[config.mk]
export PLATFORM = sky130hd
export DESIGN_NAME = icon_sprite
export DESIGN_NICKNAME = d
export VERILOG_FILES = /design/src/rtl/icon_sprite.sv
export SDC_FILE = /design/constraint.sdc
export NUM_CORES = 1
export LEC_CHECK = 0
export BUFFER_PORTS_ARGS = -buffer_cell sky130_fd_sc_hd__buf_2
export CORE_UTILIZATION = 45
export CTS_CLUSTER_DIAMETER = 120
export DETAILED_ROUTE_END_ITERATION = 16
export PLACE_DENSITY = 0.68
export SYNTH_ARGS = -nofsm -noshare
export SYNTH_HDL_FRONTEND = slang
export SYNTH_SLANG_ARGS = --single-unit
[constraint.sdc]
create_clock -name clock -period 10.1 [get_ports clock]
set_clock_uncertainty 0.15 [all_clocks]
set_input_delay 2.02 -clock clock [delete_from_list [all_inputs] [get_ports clock]]
set_output_delay 2.02 -clock clock [all_outputs]
set_load 0.02 [all_outputs]
[src/rtl/icon_sprite.sv]
// ---------------------------------------------------------------------------
// icon_sprite
//   Produces the 2-bit bot icon pixel for the current scan position. The icon
//   is a 16x16 sprite centred on the bot location and rotated to its heading
//   in 45-degree steps. It drives the colorizer's icon input and also delays
//   video_on by two cycles, so the colorizer sees icon and video_on together.
//   Bot position, heading and stall flag are sampled into shadow registers on
//   frame_tick, so the sprite cannot tear part-way through a frame.
//
// Ports
//   clock         in   1   pixel clock (25 MHz)
//   rst           in   1   asynchronous reset, active low
//   pixel_row     in   10  current scan row
//   pixel_column  in   10  current scan column
//   video_on_in   in   1   1 = active video area
//   frame_tick    in   1   one-cycle pulse at start of vertical blanking
//   loc_x         in   8   bot X, world coordinates
//   loc_y         in   8   bot Y, world coordinates
//   orient        in   3   heading 0..7 = N,NE,E,SE,S,SW,W,NW
//   bot_stalled   in   1   1 = blink the icon
//   icon          out  2   00 transparent, 01/10/11 icon colours 1/2/3
//   video_on_out  out  1   video_on_in delayed by 2 cycles
// ---------------------------------------------------------------------------
module icon_sprite #(
    parameter int ICON_SIZE    = 16,
    parameter int LOC_SHIFT    = 2,
    parameter int BLINK_FRAMES = 32
) (
    input  logic       clock,
    input  logic       rst,
    input  logic [9:0] pixel_row,
    input  logic [9:0] pixel_column,
    input  logic       video_on_in,
    input  logic       frame_tick,
    input  logic [7:0] loc_x,
    input  logic [7:0] loc_y,
    input  logic [2:0] orient,
    input  logic       bot_stalled,
    output logic [1:0] icon,
    output logic       video_on_out
);

    localparam int IW = $clog2(ICON_SIZE);
    localparam int BW = $clog2(BLINK_FRAMES);
    localparam int RW = 2 * ICON_SIZE;
    localparam logic [IW-1:0]      IMAX = IW'(ICON_SIZE - 1);
    localparam logic signed [10:0] HALF = 11'(ICON_SIZE / 2);

    // One entry per sprite row; pixel c occupies bits [RW-1-2c -: 2], so the
    // leftmost hex digit holds columns 0 and 1.
    localparam logic [RW-1:0] ICON_0 [ICON_SIZE] = '{
        32'h0003C000, 32'h0003C000, 32'h000FF000, 32'h000EB000,
        32'h003AAC00, 32'h003AAC00, 32'h00EAAB00, 32'h00EAAB00,
        32'h03AAAAC0, 32'h03AAAAC0, 32'h0EA55AB0, 32'h0EA55AB0,
        32'h3AA55AAC, 32'h3A9009AC, 32'h35000053, 32'h14000014
    };

    localparam logic [RW-1:0] ICON_45 [ICON_SIZE] = '{
        32'h00000003, 32'h0000003F, 32'h000003EC, 32'h00003EA8,
        32'h0003EAA0, 32'h003EAA80, 32'h03EAAA00, 32'h3EAA6800,
        32'h00A56800, 32'h00256000, 32'h00158000, 32'h00154000,
        32'h00050000, 32'h00040000, 32'h00000000, 32'h00000000
    };

    // Per-frame shadow state
    logic [7:0]    sloc_x;
    logic [7:0]    sloc_y;
    logic [2:0]    sorient;
    logic          sstall;
    logic [BW-1:0] blink_cnt;

    always_ff @(posedge clock or negedge rst) begin
        if (!rst) begin
            sloc_x    <= '0;
            sloc_y    <= '0;
            sorient   <= '0;
            sstall    <= 1'b0;
            blink_cnt <= '0;
        end else if (frame_tick) begin
            sloc_x    <= loc_x;
            sloc_y    <= loc_y;
            sorient   <= orient;
            sstall    <= bot_stalled;
            blink_cnt <= blink_cnt + BW'(1);
        end
    end

    // Stage 1: position relative to the sprite origin. Everything is kept
    // signed so a sprite hanging off the top/left edge clips instead of
    // wrapping around to the far side of the screen.
    logic signed [10:0] ox;
    logic signed [10:0] oy;
    logic signed [10:0] dc;
    logic signed [10:0] dr;
    logic               in_col;
    logic               in_row;
    logic               hit_d;

    always_comb begin
        ox     = signed'(11'(sloc_x) << LOC_SHIFT) - HALF;
        oy     = signed'(11'(sloc_y) << LOC_SHIFT) - HALF;
        dc     = signed'({1'b0, pixel_column}) - ox;
        dr     = signed'({1'b0, pixel_row}) - oy;
        // Non-negative and below ICON_SIZE <=> all bits above the index are 0
        in_col = (dc[10:IW] == '0);
        in_row = (dr[10:IW] == '0);
        hit_d  = video_on_in && in_col && in_row;
    end

    logic          s1_hit;
    logic [IW-1:0] s1_r;
    logic [IW-1:0] s1_c;
    logic          s1_von;

    always_ff @(posedge clock or negedge rst) begin
        if (!rst) begin
            s1_hit <= 1'b0;
            s1_r   <= '0;
            s1_c   <= '0;
            s1_von <= 1'b0;
        end else begin
            s1_hit <= hit_d;
            s1_r   <= dr[IW-1:0];
            s1_c   <= dc[IW-1:0];
            s1_von <= video_on_in;
        end
    end

    // Stage 2: rotate by quarter turns, then look the pixel up in the
    // north or north-east table.
    logic [IW-1:0] sr;
    logic [IW-1:0] sc;
    logic [RW-1:0] row_val;
    logic [RW-1:0] row_shift;
    logic [1:0]    pix;
    logic          blank;

    always_comb begin
        sr = s1_r;
        sc = s1_c;
        case (sorient[2:1])
            2'd0: begin sr = s1_r;        sc = s1_c;        end
            2'd1: begin sr = IMAX - s1_c; sc = s1_r;        end
            2'd2: begin sr = IMAX - s1_r; sc = IMAX - s1_c; end
            2'd3: begin sr = s1_c;        sc = IMAX - s1_r; end
            default: ;
        endcase
        row_val   = sorient[0] ? ICON_45[sr] : ICON_0[sr];
        row_shift = row_val << {sc, 1'b0};
        pix       = row_shift[RW-1 -: 2];
        // Hidden for the second half of every blink period while stalled
        blank     = sstall && blink_cnt[BW-1];
    end

    always_ff @(posedge clock or negedge rst) begin
        if (!rst) begin
            icon         <= 2'b00;
            video_on_out <= 1'b0;
        end else begin
            icon         <= (s1_hit && !blank) ? pix : 2'b00;
            video_on_out <= s1_von;
        end
    end

endmodule

* Word-level counts from Yosys, hierarchy flattened
Memory sizes are Yosys's and may differ from the RTL's.
Cells that the tools add are included.
** Word-level totals
- Register bits :: 38
- Bits in read-only memories :: 1024
- Output and inout port bits :: 3
- Logic and storage cells :: 42
- Memories :: 2
** Cells by class
- Add/subtract/negate cells :: 7
- Order comparisons :: 1
- Eq/ne operators :: 3
- Shift operators :: 1
- Mux-type cells :: 8
- Bitwise logic cells :: 1
- Reductions and logical operators :: 8
** Memories
- (no name shown) :: words 16, width 32, rd ports 1, clocked after Yosys merged registers in 0, wr ports 0, line 148 : row_val = sorient[0] ? ICON_45[sr] : ICON_0[sr];
- (no name shown) :: words 16, width 32, rd ports 1, clocked after Yosys merged registers in 0, wr ports 0, line 148
** Operators by type and width (number)
- 32-bit two-way mux :: 5
- 4-bit case mux with 4 select lines :: 2
- 32-bit by 5-bit left shift with 32-bit output :: 1
- 10-bit by 4-bit subtractor with 11-bit output (second input constant) :: 2
- 11-bit subtractor :: 2
- 7-bit logical NOT :: 2
- 4-bit subtractor (first input constant) :: 2
- 5-bit by 1-bit adder with 5-bit output (second input constant) :: 1
- 5-bit greater-or-equal comparator (second input constant) :: 1
- 4-bit inverter with 5-bit output :: 1
- 2-bit == test (second input constant) :: 2
- 1-bit logical AND :: 4
- 2-bit by 1-bit == test with 1-bit output (second input constant) :: 1
- 2-bit logical NOT :: 1
- 2-bit two-way mux :: 1
- 1-bit logical NOT :: 1

* Longest topological paths before layout
Gate-level depths: netlist of the first run.
- Word-level depth :: 9
- Depth in mapped cells :: 15
- Depth with buffers taken out :: 12

* Worst setup path before layout of the first run
OpenSTA, ideal clock, no wires.
- Kind :: input-to-reg
- Start point :: in pixel_column[2]
- End point :: reg s1_hit
- Setup time :: 0.101 ns
- Arrival time :: 3.970 ns
- Setup slack :: 5.879 ns
- Cell stages on the path :: 9
- Path buffers :: 0
- Path through :: ha_1 ha_1 o21ba_2 o211ai_1 or4_1 a31o_2 a21oi_1 xor2_1 nor4_1
** On the way
- Word-level cells in the longest chain between the ends :: 4
** Ends and longest elaborated chain
- start, declared :: line 32 : input logic [9:0] pixel_column,
- 11-bit subtractor :: line 102 : dc = signed'({1'b0, pixel_column}) - ox;
- 7-bit logical NOT :: line 105 : in_col = (dc[10:IW] == '0);
- 1-bit logical AND (2 in series) :: line 107 : hit_d = video_on_in && in_col && in_row;
- named net hit_d :: line 97 : logic hit_d;
- end signal, assigned :: line 122 : s1_hit <= hit_d;
- end, declared :: line 110 : logic s1_hit;
The timed path passes the listed nets, and every way through them passes these cells.
A chain may end at the register's enable or synchronous reset.

* Worst setup path in the final report of the first run
- Start point :: in pixel_column[3]
- End point :: reg s1_hit
The elaborated chain is that of the path after synthesis.

==> metrics.md, run 1 <==
| Metric | Value |
|---|---|
| Hold Slack | between 0.2 and 0.25 ns |
| Hold_buf cts | 0 |
| Max_slew headroom | 0.434 |
| RSZ-0062 raised after global routing | no |
| R2R Path Start | sorient[1]$_DFFE_PN0P_ |
| Power Density | approximately 170 nW/um^2 |
| Final period utilization | 0.414 |
| Initial antenna violation count | 0 |
| Root Buffer | clkbuf_8 |
| Start point of the critical path | pixel_column[3] |
| All-layer global routing usage | 0.236 |
| Via/cell ratio | between 6 and 7 |
| Fmax | 0.239 GHz |
| Largest net degree at the start of global routing | 42 |
| Dpl cells | between 600 and 700 |
| PostCTS Resize Cnt | 0 |
| Hold depth | 0 |
| Hold WC Path Type | flop to flop |
| Final setup violating endpoints | 0 |
| DRT iter0 DRCs | between 200 and 300 |
| Dpl ws | ~5.6 ns |
| M2 GR Usage | 0.355 |
| GR Util met3 | 0.0340 |
| Least-Margin Pin Slew | around 0.85 ns |
| CTS sink cnt | 38 |
| Seq/Total Area, Yosys | 0.235 |
| Setup bufs post-CTS | 0 |
| Clk slew on worst S/H paths | about 0.080 ns |
| Final core utilization | 0.506 |
| Port Buf Inserts | 46 |
| Main synth FF type | dfrtp_1 |
| Mapped Nets | 564 |
| Clock share of power | 0.178 |
| Synth Cell Area | a little over 4000 sq um |
| Hold Path Origin | s1_von$_DFF_PN0_ |
| Final cell count without fillers | between 600 and 700 |
| Post-synthesis average cell area | about 8.6 sq um |
| Share of layout cells above drive strength 1 | 0.182 |
| Clock Latency Late Sink | about 0.28 ns |
| GR peak layer | met2 |
| First-pass GRT wire length | between 15 and 20 mm |
| Number of core rows | 34 |
| Total grt overflow | 0 |
| Pint | between 0.4 and 0.5 mW |
| DR DRC count | 0 |
| RePlAce Congestion | 0.938 |
| NetSw | 0.316 mW |
| Final setup margin | roughly 5.9 ns |
| #FFs+latches synth | 38 |
| Setup TNS | 0 ns |
| Slew Viols, Final | 0 |
| Sequential share of power | 0.275 |
| Die Area | between 9000 and 10000 sq um |
| Max-Cap Viols | 0 |
| Post-Syn Instances | around 470 |
| Layout Nets | around 600 |
| Sw Share | 0.434 |
| Wire length per cell | between 15 and 20 um |
| Status | finished, final reports clean |
| CP Class | input port to flop |
| WHS Endpoint | video_on_out$_DFF_PN0_ |
| Worst Reg2Reg Path Length in Cells | 12 |
| Leak | about 2 nW |
| Via Count | 3774 |
| Number of global-route vias before repair | between 3000 and 4000 |
| Cell variety after synth | 81 |
| Fin crit period | around 4.2 ns |
| Number of flops mapped to enable cells by yosys | 0 |
| WP data required | ~10 ns |
| # IOs | 47 |
| Ys Warns | 0 |
| Deepest clock path buffer count | 2 |
| Ys async rst share | 1.00 |
| R2R Setup Slk | ~6.2 ns |
| Nature of the critical path startpoint | input port |
| Antenna cells | 0 |
| Drt pass-1 iters | 5 |
| Worst r2r dst | icon[0]$_DFF_PN0_ |
| Critical path arrival | about 4.2 ns |
| Initial cell density of the core | 0.463 |
| H-Tree Depth | 2 |
| Comb pwr share | 0.546 |
| CP Capture Type | flop |
| Core area | 8720 sq um |
| Fin. Hold Viols | 0 |
| Final ANT Viol Nets | 0 |
| GR met1 Demand/Resource | 0.343 |
| Peak supply drop | 74.9 uV |
| Synth-to-Final Area Change | 9.20% |
| CTS Buf Count | 5 |
| Die extent in y | around 97 um |
| Die Width | between 90 and 100 um |
| CP max FO | 4 |
| CTS tree | yes |
| Placed wire-length estimate | 8.38 mm |
| Post-Route WL | about 11 mm |
[flip-flops by register name, indices dropped and copies added (netlist names)]
| register | cells |
|---|---|
| sorient | 3 |
| sloc_x | 8 |
| s1_r | 4 |
| video_on_out | 1 |
| icon | 2 |
| sloc_y | 8 |
| sstall | 1 |
| s1_hit | 1 |
| s1_c | 4 |
| s1_von | 1 |
| blink_cnt | 5 |
[cell usage after synthesis (3+ instances only)]
library cell,instances,area (sq um)
o21ai_1,3,15.0
mux2i_1,5,50.1
dfrtp_1,38,951
o211ai_1,6,45.0
inv_1,33,124
ha_1,48,601
nor3b_1,3,22.5
nor3_1,11,55.1
o31ai_1,4,30.0
mux2_2,7,78.8
o32ai_1,4,35.0
nand2_1,47,176
a21o_1,3,22.5
nor2_1,22,82.6
nand4_1,6,37.5
clkbuf_1,8,30.0
nor2_2,3,18.8
a311oi_1,4,35.0
nor4_1,5,31.3
nor3_2,3,30.0
and2_1,6,37.5
and3b_1,3,26.3
a21oi_1,22,110
o21ai_0,32,160
o2111ai_1,4,35.0
nand3_1,15,75.1
buf_6,4,45.0
xor2_1,7,61.3
a31oi_1,9,56.3
buf_2,7,35.0
mux4_2,4,90.1
xnor2_1,16,140
o22ai_1,4,25.0
o221ai_1,8,70.1
a211oi_1,3,22.5
nand2b_1,9,56.3
[layer usage]
layer  wire length, um  share of wire
met5                 0              0
met4               329          0.030
met3               758          0.070
met2              4790           0.44
met1              4950           0.46
[worst max path at each step]
stage,end,slack (ns),cells after the start
6_report,s1_hit$_DFF_PN0_,5.91,12
5_1_grt,s1_hit$_DFF_PN0_,5.75,12
3_3_place_gp,s1_hit$_DFF_PN0_,5.67,10
4_1_cts,s1_hit$_DFF_PN0_,5.94,10
3_5_place_dp,s1_hit$_DFF_PN0_,5.64,10
2_1_floorplan,s1_hit$_DFF_PN0_,5.88,9
[cell type report]
| class | count | area, sq um |
|---|---|---|
| fillers | 826 | 4310 |
| multi-input cells | 377 | 2830 |
| flip-flops and latches | 38 | 951 |
| repair buffers | 49 | 253 |
| well taps | 108 | 135 |
| inverters | 35 | 131 |
| clock buffers | 6 | 82.6 |
| clock inverters | 1 | 30.0 |
[cells in the final DEF, fill, tap and decap left out, drive strengths merged, types with 14 or more instances in the layout]
cell	instances
o21ai	36
nor2	25
a21oi	22
nor3	14
nand2	47
dfrtp	38
ha	48
nand3	16
buf	49
xnor2	17
inv	34
[cell families (layout without fill, tap and decap cells)]
family	count (synthesis)	after routing	synth area share
xor+xnor	24	24	0.0539
simple gates	146	146	0.190
fa+ha+maj	48	48	0.149
flops	38	38	0.235
buf+inv	57	91	0.0644
mux	18	18	0.0604
compound gates	141	141	0.248
[worst max-delay path, cell delays in order]
cell	delay, ns
buf_2	0.08
inv_1	0.04
ha_1	0.26
inv_1	0.04
ha_1	0.34
o21a_1	0.15
o21ai_0	0.19
a21boi_0	0.14
o21a_1	0.20
a2111oi_0	0.35
o2111ai_1	0.18
nor4_1	0.24
[stage by stage]
stage | total power [mW] | instance area [sq um]
6_report | 0.729 | 4410
5_1_grt | 0.782 | 4410
4_1_cts | 0.725 | 4410
3_5_place_dp | 0.591 | 4300
3_3_place_gp | 0.593 | 4300
2_1_floorplan | 0.498 | 4040
[power by group through the flow]
| stage | sequential (mW) | combinational [mW] | clock (mW) |
|---|---|---|---|
| after detailed placement | 0.204 | 0.387 | 0 |
| after floorplan | 0.194 | 0.304 | 0 |
| after global placement | 0.202 | 0.391 | 0 |
| final | 0.201 | 0.398 | 0.130 |
| after CTS | 0.201 | 0.390 | 0.134 |
| after global routing | 0.205 | 0.438 | 0.139 |
Power figures use the tool's default switching activity.
==> run 2, diff against run 1 <==
Settings changed: ABC_AREA set to 1.
Clock period 10.1 ns to 4.36 ns, I/O delays scaled along.
==> metrics.md, run 2 <==
| Metric | Value |
|---|---|
| Fmax | 0.332 GHz |
| Post-Route WL | about 8.2 mm |
| Number of flops mapped to enable cells by yosys | 0 |
| Top Registers | sloc_x (8), sloc_y (8), blink_cnt (5) |
| Commonest cells post-synth | nand2_1, inv_1, ha_1, nand3_1, dfrtp_1 |
| Mux contribution to synthesized area | 0 |
| Setup TNS | 0 ns |
| Final ANT Viol Nets | 0 |
| Total grt overflow | 0 |
| Hold depth | 0 |
| H-Tree Depth | 2 |
| Hold Slack | approximately 0.21 ns |
| Power Density | 360 nW/um^2 |
| CP max FO | 18 |
| Max-Cap Viols | 0 |
| Cell variety after synth | 39 |
| Critical path cell sequence | o21ai_0, xor2_1, ha_1, nand3b_1, nor2_1, nor2_1, o21ai_0, nand2_1, nand2_1, nand3_1, nand3b_1, nand2_1, nor2_1 |
| Final period utilization | 0.691 |
| CTS Buf Count | 5 |
| R2R Setup Slk | 1.35 ns |
| #FFs+latches synth | 38 |
| Root Buffer | clkbuf_8 |
| Compound-Gate Fraction of Synth Area | 0.113 |
| Seq/Total Area, Yosys | 0.253 |
| Fin. Hold Viols | 0 |
| Most frequent cells in the layout | nand2_1, inv_1, ha_1, nand3_1, buf_2 |
| Post-synthesis adder-cell area fraction | 0.160 |
| Clock Latency Late Sink | 0.28 ns |
| Layout Nets | around 670 |
| All-layer global routing usage | 0.202 |
| WHS Endpoint | video_on_out$_DFF_PN0_ |
| Via Count | roughly 3400 |
| Setup bufs post-CTS | 0 |
| Peak supply drop | around 190 uV |
| Deepest clock path buffer count | 2 |
| PostCTS Resize Cnt | 0 |
| Area share of xor/xnor cells in the synthesized design | 0.0419 |
| Worst Reg2Reg Path Length in Cells | 13 |
| Leak | roughly 2.3 nW |
| Final Cell Area | 4110 sq um |
| DR DRC count | 0 |
| Number of core rows | 32 |
| Commonest non-fill, non-tap cell in the layout | nand2_1 |
| Post-synthesis average cell area | 7.02 sq um |
| Least-Margin Pin Slew | roughly 0.84 ns |
| Top post-synthesis cells by area | dfrtp_1, ha_1, nand2_1 |
| Initial cell density of the core | 0.477 |
| Synth area leader | dfrtp_1 |
| Largest net degree at the start of global routing | 45 |
| Slew Viols, Final | 0 |
| Drt pass-1 iters | 4 |
| Final core utilization | 0.521 |
| WP data required | approximately 4.4 ns |
| Core area | slightly below 8000 sq um |
| CP Class | flop to flop |
| Status | finished, final reports clean |
| Synth-to-Final Area Change | 9.11% |
| Mapped Nets | 628 |
| Antenna cells | 0 |
| Wire length per cell | roughly 12 um |
| CTS tree | yes |
| Max_slew headroom | 0.440 |
| Top-count cell post-synth | nand2_1 |
| Initial antenna violation count | 0 |
| Hold WC Path Type | flop to flop |
| Number of global-route vias before repair | approximately 3200 |
| RSZ-0062 raised after global routing | no |
| R2R Path Start | sorient[1]$_DFFE_PN0P_ |
| # IOs | between 40 and 50 |
| CP max stage cell | dfrtp_1 |
| Placed wire-length estimate | around 6.5 mm |
| Worst r2r dst | icon[1]$_DFF_PN0_ |
| Port Buf Inserts | 46 |
| Largest stage delay, worst path | around 0.78 ns |
| Post-DP Area | ~4000 sq um |
| First-pass GRT wire length | 14.2 mm |
| CP Capture Type | flop |
| Hold_buf cts | 0 |
| Ys async rst share | 1.00 |
| Via/cell ratio | between 5 and 6 |
| Clk slew on worst S/H paths | approximately 0.08 ns |
| Final setup violating endpoints | 0 |
| Hold Path Origin | s1_von$_DFF_PN0_ |
| DRT iter0 DRCs | ~170 |
| Nature of the critical path startpoint | flop |
| Ys Warns | 0 |
| Die extent in y | 93.5 um |
| Die Width | 93.5 um |
| Yosys top cell area share | 0.253 |
| Share of layout cells above drive strength 1 | 0.151 |
| RePlAce Congestion | roughly 0.94 |
| CTS sink cnt | 38 |
| Simple-gate share of the synthesized area | 0.323 |
| Critical path arrival | ~3.0 ns |
| Synth Cell Area | around 3800 sq um |
| Main synth FF type | dfrtp_1 |
| Post-Syn Instances | 536 |
| Fin crit period | about 3.0 ns |
| Largest family of logic cells by synthesized area | simple AND/OR/NAND/NOR gates |
| Die Area | approximately 8700 sq um |
run 2: metal layers:
| metal | part of all wire | track usage | wire length, um | vias to the layer above |
|---|---|---|---|---|
| li1 | - | - | - | 1804 |
| met1 | 0.50 | 0.287 | 4080 | 1513 |
| met2 | 0.44 | 0.325 | 3630 | 82 |
| met3 | 0.047 | 0.0301 | 388 | 8 |
| met4 | 0.010 | 0.0385 | 83 | 0 |
| met5 | 0 | 0 | 0 | - |
run 2: worst max-delay path: cells and delay by family, from the launching register on:
family | cells | cell delay [ns]
and+or+nand+nor | 9 | 0.88
DFF | 1 | 0.78
xor gates and xnor gates | 1 | 0.44
adders and majority gates | 1 | 0.29
AOI/OAI and AO/OA | 2 | 0.37
run 2: per-stage QoR:
stage,setup slack (ns),std cells,power [mW]
2_1_floorplan,1.66,536,1.08
3_3_place_gp,1.45,669,1.22
3_5_place_dp,1.35,669,1.22
4_1_cts,1.39,677,1.48
5_1_grt,1.09,677,1.62
6_report,1.35,677,1.48
run 2: worst max path at each step:
stage	cells past startpoint	to	slack, ns	startpoint
floorplan	13	s1_hit$_DFF_PN0_	1.66	pixel_column[3]
global placement	14	s1_hit$_DFF_PN0_	1.45	pixel_column[3]
detailed placement	14	s1_hit$_DFF_PN0_	1.35	pixel_column[3]
CTS	13	icon[1]$_DFF_PN0_	1.39	sorient[1]$_DFFE_PN0P_
global route	12	icon[1]$_DFF_PN0_	1.09	sorient[1]$_DFFE_PN0P_
finish	13	icon[1]$_DFF_PN0_	1.35	sorient[1]$_DFFE_PN0P_
run 2: logic make-up (layout without fill, tap and decap cells):
kind of cell    Yosys count  in the layout
compound gates           74             74
xor+xnor                 15             15
fa+ha+maj                48             48
buf+inv                  94            133
flops                    38             38
simple gates            267            267
run 2: layout make-up:
| class | count | area [sq um] |
|---|---|---|
| fillers | 780 | 3780 |
| multi-input cells | 404 | 2400 |
| clock inverters | 2 | 12.5 |
| inverters | 79 | 304 |
| well taps | 102 | 128 |
| flip-flops and latches | 38 | 951 |
| clock buffers | 6 | 82.6 |
| repair buffers | 46 | 230 |
run 2: where the power goes:
part | leakage (nW) | switching [mW] | total [mW] | internal [mW]
Sequential | 0.460 | 0.0447 | 0.451 | 0.406
Clock | 0.0472 | 0.124 | 0.252 | 0.127
Combinational | 1.76 | 0.496 | 0.775 | 0.279
